`src/rtl/fb_pkg.sv`:
```
// Shared framebuffer geometry, pixel word layout and swap FSM state type.
package fb_pkg;

    localparam int PANEL_COLS     = 64;
    localparam int PANEL_ROWPAIRS = 16;
    localparam int FB_ADDR_W      = $clog2(PANEL_COLS * PANEL_ROWPAIRS);
    localparam int FB_DATA_W      = 6;

    typedef struct packed {
        logic r1;
        logic g1;
        logic b1;
        logic r2;
        logic g2;
        logic b2;
    } pixel_pair_t;

    typedef enum logic [0:0] {
        RUN       = 1'b0,
        SWAP_WAIT = 1'b1
    } swap_state_e;

endpackage

```
`src/rtl/fb_swap_ctrl.sv`:
```
// Bank swap controller: holds a finished frame until the scanner reaches a safe
// swap point, then flips the displayed bank.
module fb_swap_ctrl
    import fb_pkg::*;
(
    input  logic clk,
    input  logic rst_n,
    input  logic i_frame_done,
    input  logic i_frame_start,
    output logic o_front_bank,
    output logic o_swap_pend,
    output logic o_overrun
);

    swap_state_e r_state;
    logic        r_front_bank;
    logic        r_swap_pend;
    logic        r_overrun;

    // Swap FSM with registered front_bank / swap_pend / sticky overrun
    always_ff @(posedge clk or negedge rst_n) begin
        if (!rst_n) begin
            r_state      <= RUN;
            r_front_bank <= 1'b0;
            r_swap_pend  <= 1'b0;
            r_overrun    <= 1'b0;
        end else begin
            case (r_state)
                RUN: begin
                    // A coincident frame_start is ignored: the new frame must wait a full scan
                    if (i_frame_done) begin
                        r_state     <= SWAP_WAIT;
                        r_swap_pend <= 1'b1;
                    end else begin
                        r_state     <= RUN;
                        r_swap_pend <= 1'b0;
                    end
                end
                SWAP_WAIT: begin
                    if (i_frame_done) begin
                        r_overrun <= 1'b1;
                    end
                    if (i_frame_start) begin
                        r_state      <= RUN;
                        r_swap_pend  <= 1'b0;
                        r_front_bank <= ~r_front_bank;
                    end else begin
                        r_state      <= SWAP_WAIT;
                        r_swap_pend  <= 1'b1;
                    end
                end
                default: begin
                    r_state     <= RUN;
                    r_swap_pend <= 1'b0;
                end
            endcase
        end
    end

    assign o_front_bank = r_front_bank;
    assign o_swap_pend  = r_swap_pend;
    assign o_overrun    = r_overrun;

endmodule

```
`src/rtl/fb_arbiter.sv`:
```
// Single-port double-buffered framebuffer arbiter: scanner reads the front bank,
// SPI loader writes the back bank, with a starvation bound on the writer.
module fb_arbiter
    import fb_pkg::*;
#(
    parameter int ADDR_W       = FB_ADDR_W,
    parameter int DATA_W       = FB_DATA_W,
    parameter int STARVE_LIMIT = 8
) (
    input  logic              clk,
    input  logic              rst_n,
    input  logic              i_rd_req,
    input  logic [ADDR_W-1:0] i_rd_addr,
    output logic              o_rd_gnt,
    output logic              o_rd_valid,
    output logic [DATA_W-1:0] o_rd_data,
    input  logic              i_wr_req,
    input  logic [ADDR_W-1:0] i_wr_addr,
    input  logic [DATA_W-1:0] i_wr_data,
    output logic              o_wr_gnt,
    input  logic              i_frame_done,
    input  logic              i_frame_start,
    output logic [ADDR_W:0]   o_ram_addr,
    output logic              o_ram_we,
    output logic [DATA_W-1:0] o_ram_wdata,
    input  logic [DATA_W-1:0] i_ram_rdata,
    output logic              o_front_bank,
    output logic              o_swap_pend,
    output logic              o_overrun
);

    localparam int              CNT_W   = $clog2(STARVE_LIMIT + 1);
    localparam logic [CNT_W-1:0] CNT_MAX = CNT_W'(STARVE_LIMIT);

    logic             w_front_bank;
    logic             w_swap_pend;
    logic             w_wr_ok;
    logic             w_force_wr;
    logic             w_rd_gnt;
    logic             w_wr_gnt;
    logic [CNT_W-1:0] r_starve_cnt;
    logic             r_rd_valid;

    fb_swap_ctrl u_swap_ctrl (
        .clk           (clk),
        .rst_n         (rst_n),
        .i_frame_done  (i_frame_done),
        .i_frame_start (i_frame_start),
        .o_front_bank  (w_front_bank),
        .o_swap_pend   (w_swap_pend),
        .o_overrun     (o_overrun)
    );

    // Grant decision: reader has priority unless the writer has hit its starvation bound
    always_comb begin
        w_wr_ok    = 1'b0;
        w_force_wr = 1'b0;
        w_rd_gnt   = 1'b0;
        w_wr_gnt   = 1'b0;
        if (rst_n) begin
            w_wr_ok    = i_wr_req & ~w_swap_pend;
            w_force_wr = w_wr_ok & (r_starve_cnt == CNT_MAX);
            w_rd_gnt   = i_rd_req & ~w_force_wr;
            w_wr_gnt   = w_wr_ok & (~i_rd_req | w_force_wr);
        end else begin
            w_rd_gnt   = 1'b0;
            w_wr_gnt   = 1'b0;
        end
    end

    // RAM port mux: idle cycles leave the address on the read path
    always_comb begin
        o_ram_addr  = {w_front_bank, i_rd_addr};
        o_ram_we    = 1'b0;
        o_ram_wdata = {DATA_W{1'b0}};
        if (w_wr_gnt) begin
            o_ram_addr  = {~w_front_bank, i_wr_addr};
            o_ram_we    = 1'b1;
            o_ram_wdata = i_wr_data;
        end else begin
            o_ram_we    = 1'b0;
        end
    end

    // Count consecutive denied write-request cycles, saturating at the limit
    always_ff @(posedge clk or negedge rst_n) begin
        if (!rst_n) begin
            r_starve_cnt <= {CNT_W{1'b0}};
        end else if (!w_wr_ok || w_wr_gnt) begin
            r_starve_cnt <= {CNT_W{1'b0}};
        end else if (r_starve_cnt < CNT_MAX) begin
            r_starve_cnt <= r_starve_cnt + CNT_W'(1);
        end else begin
            r_starve_cnt <= CNT_MAX;
        end
    end

    // Read data returns one cycle after the grant
    always_ff @(posedge clk or negedge rst_n) begin
        if (!rst_n) begin
            r_rd_valid <= 1'b0;
        end else begin
            r_rd_valid <= w_rd_gnt;
        end
    end

    assign o_rd_gnt     = w_rd_gnt;
    assign o_wr_gnt     = w_wr_gnt;
    assign o_rd_valid   = r_rd_valid;
    assign o_rd_data    = i_ram_rdata;
    assign o_front_bank = w_front_bank;
    assign o_swap_pend  = w_swap_pend;

endmodule

```
`config.mk`:
```
export PLATFORM = sky130hd
export DESIGN_NAME = fb_arbiter
export DESIGN_NICKNAME = d
export VERILOG_FILES = /design/src/rtl/fb_pkg.sv /design/src/rtl/fb_swap_ctrl.sv /design/src/rtl/fb_arbiter.sv
export SDC_FILE = /design/constraint.sdc
export NUM_CORES = 1
export LEC_CHECK = 0
export CAP_MARGIN = 20
export CORE_AREA = 4 4 52 54
export CTS_BUF_LIST = sky130_fd_sc_hd__clkbuf_8 sky130_fd_sc_hd__clkbuf_16
export CTS_CLUSTER_SIZE = 24
export DETAILED_ROUTE_END_ITERATION = 12
export DIE_AREA = 0 0 56 58
export PLACE_DENSITY = 0.78
export SYNTH_ARGS = -nofsm -noshare
export SYNTH_HDL_FRONTEND = slang
export SYNTH_SLANG_ARGS = --single-unit
```
`constraint.sdc`:
```
create_clock -name clk -period 4.2 [get_ports clk]
set_input_delay 0.84 -clock clk [delete_from_list [all_inputs] [get_ports clk]]
set_output_delay 0.84 -clock clk [all_outputs]
set_load 0.005 [all_outputs]
```
==> results.toml <==
[sta]
worst_pin_slew_ns = 0.541
rsz0062_at_grt = "no"
relSlewSlack_pct = 63.8
finalCritPeriodShare_pct = 86.9
fmax_mhz = 274
whs_ns = 0.464
min_period_ns = 3.65
final-setup-viol-count = 0
timing.final.ws_setup_ns = 0.550
hold_violations = 0
skew_ns = 0.00253
report.final.slew_viol_count = 0
finalSetupTns_ns = 0

[route]
wl_per_cell_um = 14.5
drc = 0
wl_met2_mm = 1.11
wl_met3_um = 166
drtPass1Iterations = 2
wl_mm = 1.96
vias = 565
wl_met1_um = 678
ant_nets = 0
maxUsedRoutingLayer = "met3"
vias_per_cell = 4.19
drt_iter0_drc = 6

[worst_hold_path]
hold_path_startpoint = "u_swap_ctrl.o_overrun$_DFFE_PN0P_"
hold_depth = 1
holdPathEnd = "u_swap_ctrl.o_overrun$_DFFE_PN0P_"
hp-class = "reg -> reg"

[synthesis]
synth-simple-area-share_pct = 20.0
netlist_area_um2 = 621
synth-compound-area-share_pct = 6.85
yosys.area.top_type = "dfrtp_1"
synth-xor-area-share_pct = 4.23
seq_area_frac_synth_pct = 32.3
netlist.area_leader.share_pct = 32.3
synth_mux_area_share_pct = 19.4
synth_fa_ha_area_share_pct = 4.03
ys_ff_latch = 8
syn_avg_cell_area_um2 = 11.1
netlist_instances = 56
yosys_warnings = 0
syn_nets = 96
synth_area_leaders = "dfrtp_1 (32%), mux2_2 (15%), buf_4 (8.5%)"
synth_top_family_by_area = "simple AND/OR/NAND/NOR gates"
synth_cell_type_count = 21

[clock_tree]
post_cts_buffers = 0
cts-root-buf = "clkbuf_8"
clkTransAtPathRegs_ns = 0.04
cts_buffers = 3
tritoncts = "yes"
cts_hold_buf = 0
clock_path_buffers = 2
ctsHtreeMaxLevel = 1
clk-insertion-delay-late_ns = 0.23
post_cts_resized = 0
cts_sinks = 8

[global_routing]
overflow = 0
antenna_found_initial = 0
grt_pass1_vias = 668
grt_usage_pct = 12.2
grt_max_degree = 20
grt_pass1_wl_mm = 3.14

[critical_path]
rr_startpoint = "u_swap_ctrl.o_swap_pend$_DFF_PN0_"
worstSetupEndpointType = "output port"
worstPathRequired_ns = 3.36
crit_fanout = 19
arrival_ns = 2.81
criticalPathCategory = "in -> out"
reg2regPathDepth = 3
r2r-end = "r_starve_cnt[2]$_DFF_PN0_"
reg2reg_slack_ns = 2.83
crit_path_start_kind = "input port"

[power]
power_density_mw_per_mm2 = 244
ir_worst_vdd_mv = 0.267
finalPower_mw = 0.290
p_leak_nw = 0.477

[floorplan]
num_io_pins = 68
core_mm2 = 0.00221
die_h_um = 58
initial_core_util_pct = 28.1
die_w_um = 56
rows = 17
die-area_mm2 = 0.00325

[placed_design]
placement.io_buffers = 55
dp_hpwl_mm = 1.70
place_ws_ns = 0.541
gp_congestion = 0.816

[finish]
final_common_cell = "clkdlybuf4s50_1"
fin_nets = 149
layout_common_cells = "clkdlybuf4s50_1 (55), mux2_2 (8), dfrtp_1 (8)"
multi_input_area_um2 = 338
num_antenna_cells = 0
drive_gt1_share_pct = 22.4
seq_area_um2 = 200
n_fill_cell = 215
area_growth_pct = 91.3

[run]
max-cap-violations = 0

[status]
status = "finished clean"
[power by group]
| group | leakage (nW) | internal, mW | total (mW) | switching, mW |
|---|---|---|---|---|
| clock | 0.0216 | 0.0619 | 0.0907 | 0.0287 |
| sequential | 0.100 | 0.0848 | 0.0933 | 0.00846 |
| combinational | 0.356 | 0.0774 | 0.106 | 0.0289 |
[cell families after synthesis]
logic type,after synthesis
buffers and inverters,12
AOI/OAI and AO/OA,5
xor gates and xnor gates,3
adders and majority gates,2
DFF,8
and+or+nand+nor,16
muxes,10
[critical path, stage by stage]
cell and delay [ns]:
clkdlybuf4s50_1 0.54, nand3b_4 0.11, a21oi_4 0.45, mux2_2 0.39, clkdlybuf4s50_1 0.47
[area by class of cell]
type,instances,area share [%]
Clock buffer,3,3.48
Sequential cell,8,16.9
Inverter,4,1.26
Timing Repair Buffer,56,47.0
Tap cell,28,2.95
Multi-Input combinational cell,36,28.5
[flip-flops by register name, summed over array words and instances (netlist names)]
register and flops:
r_starve_cnt 4, o_rd_valid 1, u_swap_ctrl.o_front_bank 1, u_swap_ctrl.o_overrun 1, u_swap_ctrl.o_swap_pend 1
[worst max-delay path by stage]
| stage | endpoint | slack (ns) | startpoint |
|---|---|---|---|
| 3_3_place_gp | o_ram_addr[7] | 0.58 | i_wr_req |
| 5_1_grt | o_ram_addr[2] | 0.46 | i_wr_req |
| 2_1_floorplan | o_ram_addr[8] | 1.73 | i_wr_req |
| 6_report | o_ram_addr[4] | 0.55 | i_wr_req |
| 4_1_cts | o_ram_addr[7] | 0.53 | i_wr_req |
| 3_5_place_dp | o_ram_addr[7] | 0.54 | i_wr_req |
[synth_stat cells, drive strengths merged]
cell type	count
mux2	10
buf	8
dfrtp	8
and2	6
inv	4
nor2	4
ha	2
nand3b	2
xnor2	2
a21o	1
a21oi	1
a31oi	1
nand2	1
nand2b	1
nor3	1
o21a	1
o21ai	1
or3b	1
xor2	1
[through the flow]
step	util [%]	cells	instance area, um^2
after global routing	53.7	135	1190
final	53.7	135	1190
after detailed placement	51.8	132	1150
after global placement	51.8	132	1150
after floorplan	-	56	621
after CTS	53.7	135	1190
[per-layer routing]
layer  vias to the layer above  GRT usage, %
li1                        279             -
met2                        26          21.2
met5                         -             0
met1                       260          14.0
met4                         0          2.03
met3                         0          5.79
(Power assumes the default switching activity.)
